## config.mk

```make
export PLATFORM = sky130hd
export DESIGN_NAME = store_queue_flat
export DESIGN_NICKNAME = d
export VERILOG_FILES = /design/src/rtl/store_queue_pkg.sv /design/src/rtl/store_queue_if.sv /design/src/rtl/store_queue.sv /design/src/flat_wrapper.sv
export SDC_FILE = /design/constraint.sdc
export NUM_CORES = 1
export LEC_CHECK = 0
export ABC_AREA = 1
export CAP_MARGIN = 20
export CORE_MARGIN = 1.5
export CORE_UTILIZATION = 60
export CTS_CLUSTER_DIAMETER = 60
export DETAILED_ROUTE_END_ITERATION = 12
export PLACE_DENSITY = 0.93
export SLEW_MARGIN = 20
export SYNTH_ARGS = -nofsm -noshare
export SYNTH_HDL_FRONTEND = slang
export SYNTH_SLANG_ARGS = --single-unit
```

## constraint.sdc

```tcl
create_clock -name clk -period 6.76 [get_ports clk]
set_clock_uncertainty 0.1 [all_clocks]
set_input_delay 1.352 -clock clk [delete_from_list [all_inputs] [get_ports clk]]
set_output_delay 1.352 -clock clk [all_outputs]
set_load 0.01 [all_outputs]
```

## src/rtl/store_queue_pkg.sv

```systemverilog
// Shared memory-stage types: sequence numbers, the mispredict bus layout,
// store entries and the wrap-safe age compare also used by the load buffer.
package store_queue_pkg;

  localparam int SQN_W              = 6;
  localparam int SQ_DEFAULT_ENTRIES = 8;

  typedef logic [SQN_W-1:0] SqN;

  // 52-bit mispredict bus, MSB first.
  typedef struct packed {
    logic        valid;
    logic [31:0] dst;
    SqN          sqN;
    SqN          storeSqN;
    SqN          loadSqN;
    logic        flush;
  } BranchProv;

  typedef struct packed {
    SqN          sqN;
    logic [29:0] addr;
    logic [31:0] data;
    logic [3:0]  wmask;
  } StorePayload;

  typedef struct packed {
    logic        valid;
    logic        committed;
    StorePayload p;
  } StoreEntry;

  // x is younger than y when the 6-bit wrapped difference is positive.
  function automatic logic is_younger(input SqN x, input SqN y);
    SqN diff;
    diff = x - y;
    return $signed(diff) > 0;
  endfunction

endpackage

```

## src/rtl/store_queue_if.sv

```systemverilog
// Data-memory write port between the store queue (master) and memory (slave).
interface store_queue_if;

  // Handshake: a request transfers on a clock edge where OUT_memValid and
  // IN_memReady are both high. Once OUT_memValid rises, the address, data and
  // mask hold stable until that transfer; IN_memReady may change freely and
  // the master never withdraws a pending request.
  logic        OUT_memValid;
  logic [29:0] OUT_memAddr;
  logic [31:0] OUT_memData;
  logic [3:0]  OUT_memMask;
  logic        IN_memReady;

  modport master (
    output OUT_memValid,
    output OUT_memAddr,
    output OUT_memData,
    output OUT_memMask,
    input  IN_memReady
  );

  modport slave (
    input  OUT_memValid,
    input  OUT_memAddr,
    input  OUT_memData,
    input  OUT_memMask,
    output IN_memReady
  );

endinterface

```

## src/rtl/store_queue.sv

```systemverilog
// Store queue: buffers executed stores until commit, drops squashed ones on
// mispredict, and retires committed stores in order to the memory write port.
module store_queue
  import store_queue_pkg::*;
#(
  parameter int NUM_ENTRIES = SQ_DEFAULT_ENTRIES
) (
  input  logic                clk,
  input  logic                rst,
  input  SqN                  IN_commitSqN,
  input  logic                IN_valid,
  input  SqN                  IN_sqN,
  input  SqN                  IN_storeSqN,
  input  logic [31:0]         IN_addr,
  input  logic [31:0]         IN_data,
  input  logic [3:0]          IN_wmask,
  input  BranchProv           IN_branch,
  output SqN                  OUT_maxStoreSqN,
  store_queue_if.master       mem,
  output logic                OUT_empty
);

  localparam int IDX_W = $clog2(NUM_ENTRIES);

  logic [NUM_ENTRIES-1:0] valid_q, valid_d;
  logic [NUM_ENTRIES-1:0] committed_q, committed_d;
  logic [NUM_ENTRIES-1:0] commit_now, squash_now;
  StorePayload            payload_q [NUM_ENTRIES];

  SqN               base_index_q, base_index_d;
  SqN               max_sqn_q;
  logic [IDX_W-1:0] head_idx, enq_idx;
  StoreEntry        head;
  logic             enq_ok;
  logic             drain_fire;

  // Slots are addressed by the low bits of storeSqN, so the head slot is the
  // low bits of baseIndex and allocation order equals ring order.
  assign head_idx = base_index_q[IDX_W-1:0];
  assign enq_idx  = IN_storeSqN[IDX_W-1:0];

  // A store arriving alongside a mispredict that squashes it is dropped.
  assign enq_ok = IN_valid && !(IN_branch.valid && is_younger(IN_sqN, IN_branch.sqN));

  assign head = '{valid: valid_q[head_idx], committed: committed_q[head_idx],
                  p: payload_q[head_idx]};

  assign mem.OUT_memValid = head.valid && head.committed;
  assign mem.OUT_memAddr  = head.p.addr;
  assign mem.OUT_memData  = head.p.data;
  assign mem.OUT_memMask  = head.p.wmask;

  assign drain_fire   = mem.OUT_memValid && mem.IN_memReady;
  assign base_index_d = base_index_q + SqN'(drain_fire);

  // Commit and squash both look at pre-cycle state; a store that commits this
  // cycle is exempt from the squash.
  always_comb begin
    commit_now = '0;
    squash_now = '0;
    for (int i = 0; i < NUM_ENTRIES; i++) begin
      if (valid_q[i] && !committed_q[i]) begin
        if (is_younger(IN_commitSqN, payload_q[i].sqN)) begin
          commit_now[i] = 1'b1;
        end else if (IN_branch.valid && is_younger(payload_q[i].sqN, IN_branch.sqN)) begin
          squash_now[i] = 1'b1;
        end
      end
    end
  end

  always_comb begin
    valid_d     = valid_q & ~squash_now;
    committed_d = committed_q | commit_now;
    if (drain_fire) begin
      valid_d[head_idx]     = 1'b0;
      committed_d[head_idx] = 1'b0;
    end
    if (enq_ok) begin
      valid_d[enq_idx]     = 1'b1;
      committed_d[enq_idx] = 1'b0;
    end
  end

  always_ff @(posedge clk or posedge rst) begin
    if (rst) begin
      valid_q      <= '0;
      committed_q  <= '0;
      base_index_q <= '0;
      max_sqn_q    <= SqN'(NUM_ENTRIES - 1);
    end else begin
      valid_q      <= valid_d;
      committed_q  <= committed_d;
      base_index_q <= base_index_d;
      max_sqn_q    <= base_index_d + SqN'(NUM_ENTRIES - 1);
    end
  end

  // Payload needs no reset; it is only observed behind a valid bit.
  always_ff @(posedge clk) begin
    if (enq_ok) begin
      payload_q[enq_idx] <= '{sqN: IN_sqN, addr: IN_addr[31:2], data: IN_data, wmask: IN_wmask};
    end
  end

  assign OUT_maxStoreSqN = max_sqn_q;
  assign OUT_empty       = ~|valid_q;

  logic unused_sigs;
  assign unused_sigs = ^{IN_addr[1:0], IN_branch.dst, IN_branch.storeSqN, IN_branch.loadSqN,
                         IN_branch.flush, IN_storeSqN[SQN_W-1:IDX_W], head.p.sqN};

  enq_into_free_slot: assert property (@(posedge clk) disable iff (rst)
    enq_ok |-> !valid_q[enq_idx]);

endmodule

```

## src/flat_wrapper.sv

```systemverilog
// flat-port wrapper written by rule: the top's interface ports become plain ports
module store_queue_flat import store_queue_pkg::*;
#(
  parameter int NUM_ENTRIES = SQ_DEFAULT_ENTRIES
)
  (clk, rst, IN_commitSqN, IN_valid, IN_sqN, IN_storeSqN, IN_addr, IN_data, IN_wmask, IN_branch, OUT_maxStoreSqN, OUT_empty, mem_OUT_memValid, mem_OUT_memAddr, mem_OUT_memData, mem_OUT_memMask, mem_IN_memReady);
  store_queue_if mem_i ();
  input  logic clk;
  input  logic rst;
  input  SqN IN_commitSqN;
  input  logic IN_valid;
  input  SqN IN_sqN;
  input  SqN IN_storeSqN;
  input  logic [31:0] IN_addr;
  input  logic [31:0] IN_data;
  input  logic [3:0] IN_wmask;
  input  BranchProv IN_branch;
  output SqN OUT_maxStoreSqN;
  output logic OUT_empty;
  output wire logic [$bits(mem_i.OUT_memValid)-1:0] mem_OUT_memValid;
  output wire logic [$bits(mem_i.OUT_memAddr)-1:0] mem_OUT_memAddr;
  output wire logic [$bits(mem_i.OUT_memData)-1:0] mem_OUT_memData;
  output wire logic [$bits(mem_i.OUT_memMask)-1:0] mem_OUT_memMask;
  input wire logic [$bits(mem_i.IN_memReady)-1:0] mem_IN_memReady;
  assign mem_OUT_memValid = mem_i.OUT_memValid;
  assign mem_OUT_memAddr = mem_i.OUT_memAddr;
  assign mem_OUT_memData = mem_i.OUT_memData;
  assign mem_OUT_memMask = mem_i.OUT_memMask;
  assign mem_i.IN_memReady = mem_IN_memReady;
  store_queue #(.NUM_ENTRIES(NUM_ENTRIES)) u_core (.clk(clk), .rst(rst), .IN_commitSqN(IN_commitSqN), .IN_valid(IN_valid), .IN_sqN(IN_sqN), .IN_storeSqN(IN_storeSqN), .IN_addr(IN_addr), .IN_data(IN_data), .IN_wmask(IN_wmask), .IN_branch(IN_branch), .OUT_maxStoreSqN(OUT_maxStoreSqN), .mem(mem_i), .OUT_empty(OUT_empty));
endmodule
```

==> qor_table.md, run 1 <==
| Parameter | Reported |
|---|---|
| CTS-repair resized insts | 0 |
| FF-to-FF setup slack | 3300 ps |
| Power share of the combinational group | 31.2% |
| Overall routing resource usage | 30.7% |
| Ratio of routed vias to standard cells | 6.16 |
| Part of the total power dissipated in the clock network | 28.2% |
| Routed length per placed instance | 22.8 µm |
| Switching fraction of total power | 32.4% |
| Sum of net half-perimeters after detailed placement | 40700 µm |
| Fraction of layout instances using a drive strength above 1 | 5.47% |
| Floorplan core area | 0.0441 mm² |
| DRC viols | 0 |
| Kind of cell adding the most delay to the critical path | buffers and inverters |
| Number of inserted filler cells in the final layout | 2739 |
| Mean instance size in the synthesized netlist | 11.8 µm² |
| Synthesis Warnings | 0 |
| Largest net degree at the start of global routing | 74 |
| Tightest Hold Check Type | reg2reg |
| Final count of pins violating max slew | 0 |
| Cts-stage hold buffer count | 0 |
| Floorplan die area | 0.0459 mm² |
| Net count of the mapped netlist | 2508 |
| TritonRoute pass-1 iters | 7 |
| Post-synthesis sequential element count | 604 |
| Clock latency at the later pin of the worst-skew pair | 610 ps |
| Internal power of the cells | 7.41 mW |
| Library cells used by synthesis | 43 |
| TNS Setup | 0 ps |
| H-tree depth reported by CTS | 2 |
| Sequential share of power | 40.5% |
| Vert. Die Dim | 214 µm |
| RePlAce Congestion | 0.971 |
| Number of buffers created by CTS | 57 |
| Number of cells on the worst hold path | 1 |
| Seq/Total Area, Yosys | 67.2% |
| Post-CTS setup buffers | 0 |
| Via count of the first global-routing pass | 19562 |
| Antenna viol nets, final | 0 |
| First DRT Iteration DRCs | 2361 |
| Ordered cell list for the critical path | nand3_2, inv_2, buf_4, nand2_1, o2111a_1, nand4_1, clkdlybuf4s50_1 |
| Clock Root Buffer | sky130_fd_sc_hd__clkbuf_16 |
| IR drop worst, VDD | 0.385 mV |
| Total congestion overflow after global routing | 0 |
| Setup repair after global routing missed its margin | false |
| Die width | 214 µm |
| Share of flip-flops with an asynchronous set or reset | 4.64% |
| IO Port Bufs | 165 |
| Data arrival time of the worst path | 4250 ps |
| Worst Max-Slew Pin Slew | 1130 ps |
| Syn Inst Count | 2261 |
| Final Hold Fails | 0 |
| Maximum clock path buffer count | 3 |
| Switching component of the power | 3.55 mW |
| Critical Path Source Type | register |
| Core Rows | 77 |
| Endpoint of the worst-slack reg-to-reg timing path | u_core.OUT_maxStoreSqN[5]$_DFF_PP0_ |
| Maximum clock frequency | 175 MHz |
| Cells on worst reg2reg path | 14 |
| CTS sink count | 604 |
| TritonCTS clock tree | yes |
| Count of flip-flops with a built-in enable after synthesis | 576 |
| Power per cell area | 354 mW/mm² |
| Post-route insts no fill | 3085 |
| Outcome | completed |
| Number of I/O pins | 216 |
| Leakage power of the design | 12.0 nW |
| Crit Reg-Reg Startpoint | u_core.base_index_q[0]$_DFF_PP0_ |
| Category of the worst setup path capture point | output pin |
| Required time at the worst-slack endpoint | 5310 ps |
| Largest stage delay on the critical path | 830 ps |
| Slowest cell on the critical path | sky130_fd_sc_hd__dfrtp_1 |
| Share of the cycle needed by the critical path after routing | 84.3% |
| Global-route wire length before repair | 108000 µm |
| Hold EP | u_core.base_index_q[5]$_DFF_PP0_ |
| Post-Route WL | 70500 µm |
| Number of antenna violations at the first check in global routing | 6 |
| CP Class | reg2out |
| Max_cap viols | 0 |
| Placed standard-cell area | 0.0291 mm² |
| Most instantiated flip-flop cell in the synthesis netlist | sky130_fd_sc_hd__edfxtp_1 |
| Relative slew margins | 24.4% |
| Post-Syn Area | 0.0268 mm² |
| Synth-to-layout area growth | 15.5% |
| Count of final setup violators | 0 |
| Clock transition time at the flip-flop clock pins of the worst setup and hold paths | 60 ps |
| Via count of the routed design | 18991 |
| Initial standard-cell utilization of the core | 60.7% |
| Post-layout net count | 2695 |
| Count of buffer and inverter cells on the critical path | 3 |
| # placed instances | 2980 |
| Cell area after layout | 0.0309 mm² |
| Maximum fanout along the worst path | 36 |
| Final min period | 5700 ps |
| Worst hold start | u_core.base_index_q[5]$_DFF_PP0_ |
stage by stage:
step	power, mW	util [%]	hold WS, ps	setup slack, ps
5_1_grt	11.3	70.1	395	967
2_1_floorplan	6.26	-	351	391
6_report	11.0	70.1	379	1060
3_5_place_dp	7.82	66.0	365	1430
3_3_place_gp	7.69	66.0	364	1570
4_1_cts	10.9	70.0	381	1140
cell type report:
cell class,instances,area (µm²),share of cell area (%)
tap,592,741,2.39
antenna,7,17.5,0.0566
inverter,297,1120,3.62
timing repair buffer,191,1930,6.25
multi-input combinational,1297,7360,23.8
clock buffer,67,1460,4.73
clock inverter,30,297,0.959
sequential,604,18000,58.2
cell families after synthesis:
logic type | count (synthesis) | synth area share (%)
and+or+nand+nor | 939 | 14.9
DFF | 604 | 67.2
buffers and inverters | 360 | 5.57
AOI/OAI and AO/OA | 227 | 6.05
adders and majority gates | 105 | 5.38
xor gates and xnor gates | 26 | 0.878
placed cells by master, fill, tap and decap left out, drive strengths merged, types with 11 or more instances in the layout:
cell type	n
xor2	15
a21oi	48
clkbuf	67
a221oi	42
xnor2	11
nand4	77
nand2	604
ha	88
dfrtp	25
buf	26
clkinv	20
a22oi	62
fa	17
o21ai	39
a22o	24
edfxtp	576
nor3	18
clkdlybuf4s50	165
inv	298
nor2	98
nand3	125
power by group through the flow:
stage,clock [mW],combinational (mW),sequential [mW]
after floorplan,0,1.81,4.45
after CTS,3.11,3.37,4.43
after detailed placement,0,3.31,4.51
after global placement,0,3.20,4.49
final,3.09,3.42,4.44
after global routing,3.24,3.63,4.45
cells in the mapped netlist, types with 9 or more instances:
library cell / count / area [µm²]
sky130_fd_sc_hd__dfrtp_1: 25 / 626
sky130_fd_sc_hd__nand4_1: 76 / 475
sky130_fd_sc_hd__a21oi_1: 48 / 240
sky130_fd_sc_hd__inv_2: 9 / 33.8
sky130_fd_sc_hd__nor3_1: 16 / 80.1
sky130_fd_sc_hd__o2111a_1: 9 / 101
sky130_fd_sc_hd__o21ai_0: 38 / 190
sky130_fd_sc_hd__edfxtp_1: 576 / 17300
sky130_fd_sc_hd__fa_1: 17 / 340
sky130_fd_sc_hd__xnor2_1: 10 / 87.6
sky130_fd_sc_hd__xor2_1: 15 / 131
sky130_fd_sc_hd__nor2_1: 97 / 364
sky130_fd_sc_hd__a22o_1: 24 / 210
sky130_fd_sc_hd__nand3_1: 122 / 611
sky130_fd_sc_hd__inv_1: 287 / 1080
sky130_fd_sc_hd__a22oi_1: 62 / 465
sky130_fd_sc_hd__nand2_1: 602 / 2260
sky130_fd_sc_hd__buf_2: 39 / 195
sky130_fd_sc_hd__ha_1: 88 / 1100
sky130_fd_sc_hd__a221oi_1: 41 / 359
worst max-delay path by stage:
stage / startpoint / depth (start not counted) / endpoint
floorplan: IN_branch[14] / 9 / u_core.payload_q[0][0]$_DFFE_PP_
global placement: IN_sqN[0] / 11 / u_core.payload_q[2][21]$_DFFE_PP_
detailed placement: IN_sqN[0] / 12 / u_core.payload_q[2][21]$_DFFE_PP_
CTS: u_core.base_index_q[0]$_DFF_PP0_ / 7 / mem_OUT_memData[23]
global route: u_core.base_index_q[0]$_DFF_PP0_ / 9 / mem_OUT_memData[12]
finish: u_core.base_index_q[0]$_DFF_PP0_ / 7 / mem_OUT_memData[23]
registers in the layout, indices dropped and copies added, names as in the netlist:
signal,flops
u_core.committed_q,8
u_core.base_index_q,6
u_core.OUT_maxStoreSqN,6
u_core.valid_q,8
u_core.payload_q,576
per-layer routing:
| layer | global-route usage (%) | wire (µm) | vias up |
|---|---|---|---|
| met2 | 52.1 | 34900 | 1354 |
| met3 | 6.17 | 7690 | 244 |
| met4 | 15.7 | 3260 | 2 |
| li1 | - | - | 8298 |
| met5 | 0 | 13 | - |
| met1 | 37.6 | 24600 | 9093 |
worst register-to-register path: stages (launching register included):
cell                      delay [ps]
sky130_fd_sc_hd__dfrtp_1         830
sky130_fd_sc_hd__nand2_1         130
sky130_fd_sc_hd__o21ai_0         110
sky130_fd_sc_hd__nand2_1          70
sky130_fd_sc_hd__nand2_1          90
sky130_fd_sc_hd__nand2_1          60
sky130_fd_sc_hd__nand2_2         200
sky130_fd_sc_hd__nand2_1         200
sky130_fd_sc_hd__nor2_1          150
sky130_fd_sc_hd__ha_1            230
sky130_fd_sc_hd__ha_1            240
sky130_fd_sc_hd__nand3_1         120
sky130_fd_sc_hd__xor2_1          300
sky130_fd_sc_hd__nand2_1         120
sky130_fd_sc_hd__xnor2_1         380
No activity file was read; power rests on OpenSTA's default activity.
==> inputs of run 2 (changes only) <==
--- a/config.mk
+++ b/config.mk
@@ -8,10 +8,10 @@
 export ABC_AREA = 1
 export CAP_MARGIN = 20
 export CORE_MARGIN = 1.5
-export CORE_UTILIZATION = 60
+export CORE_UTILIZATION = 53
 export CTS_CLUSTER_DIAMETER = 60
 export DETAILED_ROUTE_END_ITERATION = 12
-export PLACE_DENSITY = 0.93
+export PLACE_DENSITY = 0.88
 export SLEW_MARGIN = 20
 export SYNTH_ARGS = -nofsm -noshare
 export SYNTH_HDL_FRONTEND = slang
==> constraint.sdc (replaced) <==
create_clock -name clk -period 4.8 [get_ports clk]
set_clock_uncertainty 0.1 [all_clocks]
set_input_delay 0.96 -clock clk [delete_from_list [all_inputs] [get_ports clk]]
set_output_delay 0.96 -clock clk [all_outputs]
set_load 0.01 [all_outputs]
==> qor_table.md, run 2 (synthesized netlist as in run 1, its figures left out) <==
| Parameter | Reported |
|---|---|
| TritonRoute pass-1 iters | 12 |
| Antenna viol nets, final | 0 |
| Slowest cell on the critical path | sky130_fd_sc_hd__dfrtp_1 |
| Maximum clock frequency | 220 MHz |
| Maximum clock path buffer count | 3 |
| Category of the worst setup path capture point | output pin |
| CTS-repair resized insts | 0 |
| Internal power of the cells | 10.5 mW |
| Number of I/O pins | 216 |
| Cell area after layout | 0.0315 mm² |
| Sequential share of power | 40.2% |
| Fraction of layout instances using a drive strength above 1 | 6.88% |
| Final min period | 4550 ps |
| Part of the total power dissipated in the clock network | 27.7% |
| Cells on worst reg2reg path | 16 |
| Switching fraction of total power | 32.6% |
| Initial standard-cell utilization of the core | 53.5% |
| Largest regs | u_core.payload_q x576, u_core.committed_q x8, u_core.valid_q x8 |
| Outcome | completed |
| Count of final setup violators | 0 |
| Relative slew margins | 28.7% |
| Largest stage delay on the critical path | 720 ps |
| Required time at the worst-slack endpoint | 3740 ps |
| Cell count along the critical path | 8 |
| Design Power | 15.5 mW |
| Post-CTS setup buffers | 0 |
| RePlAce Congestion | 0.971 |
| Worst setup path endpoint | mem_OUT_memAddr[3] |
| Count of buffer and inverter cells on the critical path | 4 |
| Crit Reg-Reg Startpoint | u_core.base_index_q[0]$_DFF_PP0_ |
| Ordered cell list for the critical path | nand2_1, inv_2, nand2_1, inv_2, buf_4, a22oi_1, nand4_1, clkdlybuf4s50_1 |
| Global-route wire length before repair | 108000 µm |
| DRC viols | 0 |
| Worst setup path startpoint | u_core.base_index_q[2]$_DFF_PP0_ |
| Overall routing resource usage | 27.2% |
| Largest net degree at the start of global routing | 52 |
| Most used cells in the layout excluding fill and tap cells | 602 x sky130_fd_sc_hd__nand2_1, 576 x sky130_fd_sc_hd__edfxtp_1, 287 x sky130_fd_sc_hd__inv_1, 165 x sky130_fd_sc_hd__clkdlybuf4s50_1, 122 x sky130_fd_sc_hd__nand3_1 |
| Leakage power of the design | 12.3 nW |
| GR Util met1 | 33.2% |
| Most flops, register | u_core.payload_q |
| IR drop worst, VDD | 0.516 mV |
| Critical Path Source Type | register |
| Floorplan core area | 0.0501 mm² |
| Core Rows | 82 |
| Clock transition time at the flip-flop clock pins of the worst setup and hold paths | 60 ps |
| Clock latency at the later pin of the worst-skew pair | 610 ps |
| Max_cap viols | 0 |
| Total congestion overflow after global routing | 0 |
| Gr busiest metal | met2 |
| Leading cell type in the layout, fill and taps excluded | sky130_fd_sc_hd__nand2_1 |
| Endpoint of the worst-slack reg-to-reg timing path | u_core.OUT_maxStoreSqN[5]$_DFF_PP0_ |
| Post-layout net count | 2731 |
| Floorplan die area | 0.0519 mm² |
| IO Port Bufs | 165 |
| Synth-to-layout area growth | 17.7% |
| Number of buffers created by CTS | 58 |
| First DRT Iteration DRCs | 2427 |
| Tightest Hold Check Type | reg2reg |
| Share of the cycle needed by the critical path after routing | 94.8% |
| Final Hold Fails | 0 |
| Number of inserted filler cells in the final layout | 3550 |
| Routed length per placed instance | 22.3 µm |
| Via count of the routed design | 19146 |
| Sum of net half-perimeters after detailed placement | 42500 µm |
| Power per cell area | 492 mW/mm² |
| TritonCTS clock tree | yes |
| Met3 layer usage reported by global route | 4.83% |
| Switching component of the power | 5.06 mW |
| H-tree depth reported by CTS | 2 |
| TNS Setup | 0 ps |
| Number of antenna violations at the first check in global routing | 5 |
| Power share of the combinational group | 32.1% |
| Final count of pins violating max slew | 0 |
| Post-Route WL | 71500 µm |
| Clock Root Buffer | sky130_fd_sc_hd__clkbuf_16 |
| Setup repair after global routing missed its margin | false |
| CTS sink count | 604 |
| Vert. Die Dim | 228 µm |
| Placed standard-cell area | 0.0298 mm² |
| Cts-stage hold buffer count | 0 |
| Worst Max-Slew Pin Slew | 1070 ps |
| Number of flip-flops under the largest register name | 576 |
| Kind of cell adding the most delay to the critical path | buffers and inverters |
| Die width | 228 µm |
| Data arrival time of the worst path | 3490 ps |
| Via count of the first global-routing pass | 19509 |
| CP Class | reg2out |
| Met2 track utilization from global routing | 46.3% |
| Maximum fanout along the worst path | 22 |
| FF-to-FF setup slack | 1410 ps |
| Ratio of routed vias to standard cells | 5.98 |
| Worst hold slack | 386 ps |
-- run 2: worst min path at each step --
stage | startpoint | endpoint | slack (ps) | cells past startpoint
floorplan | u_core.base_index_q[5]$_DFF_PP0_ | u_core.base_index_q[5]$_DFF_PP0_ | 350 | 1
global placement | u_core.base_index_q[5]$_DFF_PP0_ | u_core.base_index_q[5]$_DFF_PP0_ | 360 | 1
detailed placement | u_core.base_index_q[5]$_DFF_PP0_ | u_core.base_index_q[5]$_DFF_PP0_ | 370 | 1
CTS | u_core.base_index_q[5]$_DFF_PP0_ | u_core.base_index_q[5]$_DFF_PP0_ | 380 | 1
global route | u_core.base_index_q[5]$_DFF_PP0_ | u_core.base_index_q[5]$_DFF_PP0_ | 390 | 1
finish | u_core.base_index_q[5]$_DFF_PP0_ | u_core.base_index_q[5]$_DFF_PP0_ | 390 | 1
-- run 2: area by class of cell --
cell class / count / area (µm²) / share of cell area (%)
Clock buffer: 74 / 1550 / 4.93
Sequential cell: 604 / 18000 / 57.1
Clock inverter: 32 / 218 / 0.690
Timing Repair Buffer: 226 / 2430 / 7.72
Multi-Input combinational cell: 1297 / 7360 / 23.3
Antenna cell: 2 / 5.00 / 0.0159
Inverter: 297 / 1120 / 3.54
Tap cell: 672 / 841 / 2.67
-- run 2: power by group through the flow --
stage | Combinational, mW | Clock (mW) | Sequential (mW)
3_3_place_gp | 4.70 | 0 | 6.31
5_1_grt | 5.30 | 4.53 | 6.24
4_1_cts | 4.92 | 4.31 | 6.23
3_5_place_dp | 4.84 | 0 | 6.33
2_1_floorplan | 2.55 | 0 | 6.27
6_report | 4.98 | 4.30 | 6.23
-- run 2: stage by stage --
step / setup slack, ps / util, % / cells
floorplan: -1180 / - / 2261
global placement: 802 / 59.4 / 3096
finish: 251 / 63.0 / 3204
global route: 131 / 63.0 / 3204
detailed placement: 784 / 59.4 / 3096
CTS: 247 / 63.0 / 3202
-- run 2: worst reg2reg max path, stage by stage, from the launching register on --
cell	delay [ps]
sky130_fd_sc_hd__dfrtp_1	430
sky130_fd_sc_hd__buf_4	220
sky130_fd_sc_hd__o21ai_0	260
sky130_fd_sc_hd__nand2_1	80
sky130_fd_sc_hd__nand2_1	80
sky130_fd_sc_hd__nand2_1	60
sky130_fd_sc_hd__nand2_2	190
sky130_fd_sc_hd__nand2_1	160
sky130_fd_sc_hd__nor2_1	210
sky130_fd_sc_hd__ha_1	240
sky130_fd_sc_hd__ha_1	250
sky130_fd_sc_hd__xnor2_2	160
sky130_fd_sc_hd__inv_1	110
sky130_fd_sc_hd__nor3_1	290
sky130_fd_sc_hd__nor2_1	70
sky130_fd_sc_hd__nand2_1	80
sky130_fd_sc_hd__xnor2_1	240
-- run 2: metal layers --
metal / share of wire (%) / vias up
met3: 9.9 / 257
met4: 4.6 / 6
met2: 50 / 1280
met5: 0.050 / -
met1: 36 / 9235
li1: - / 8368
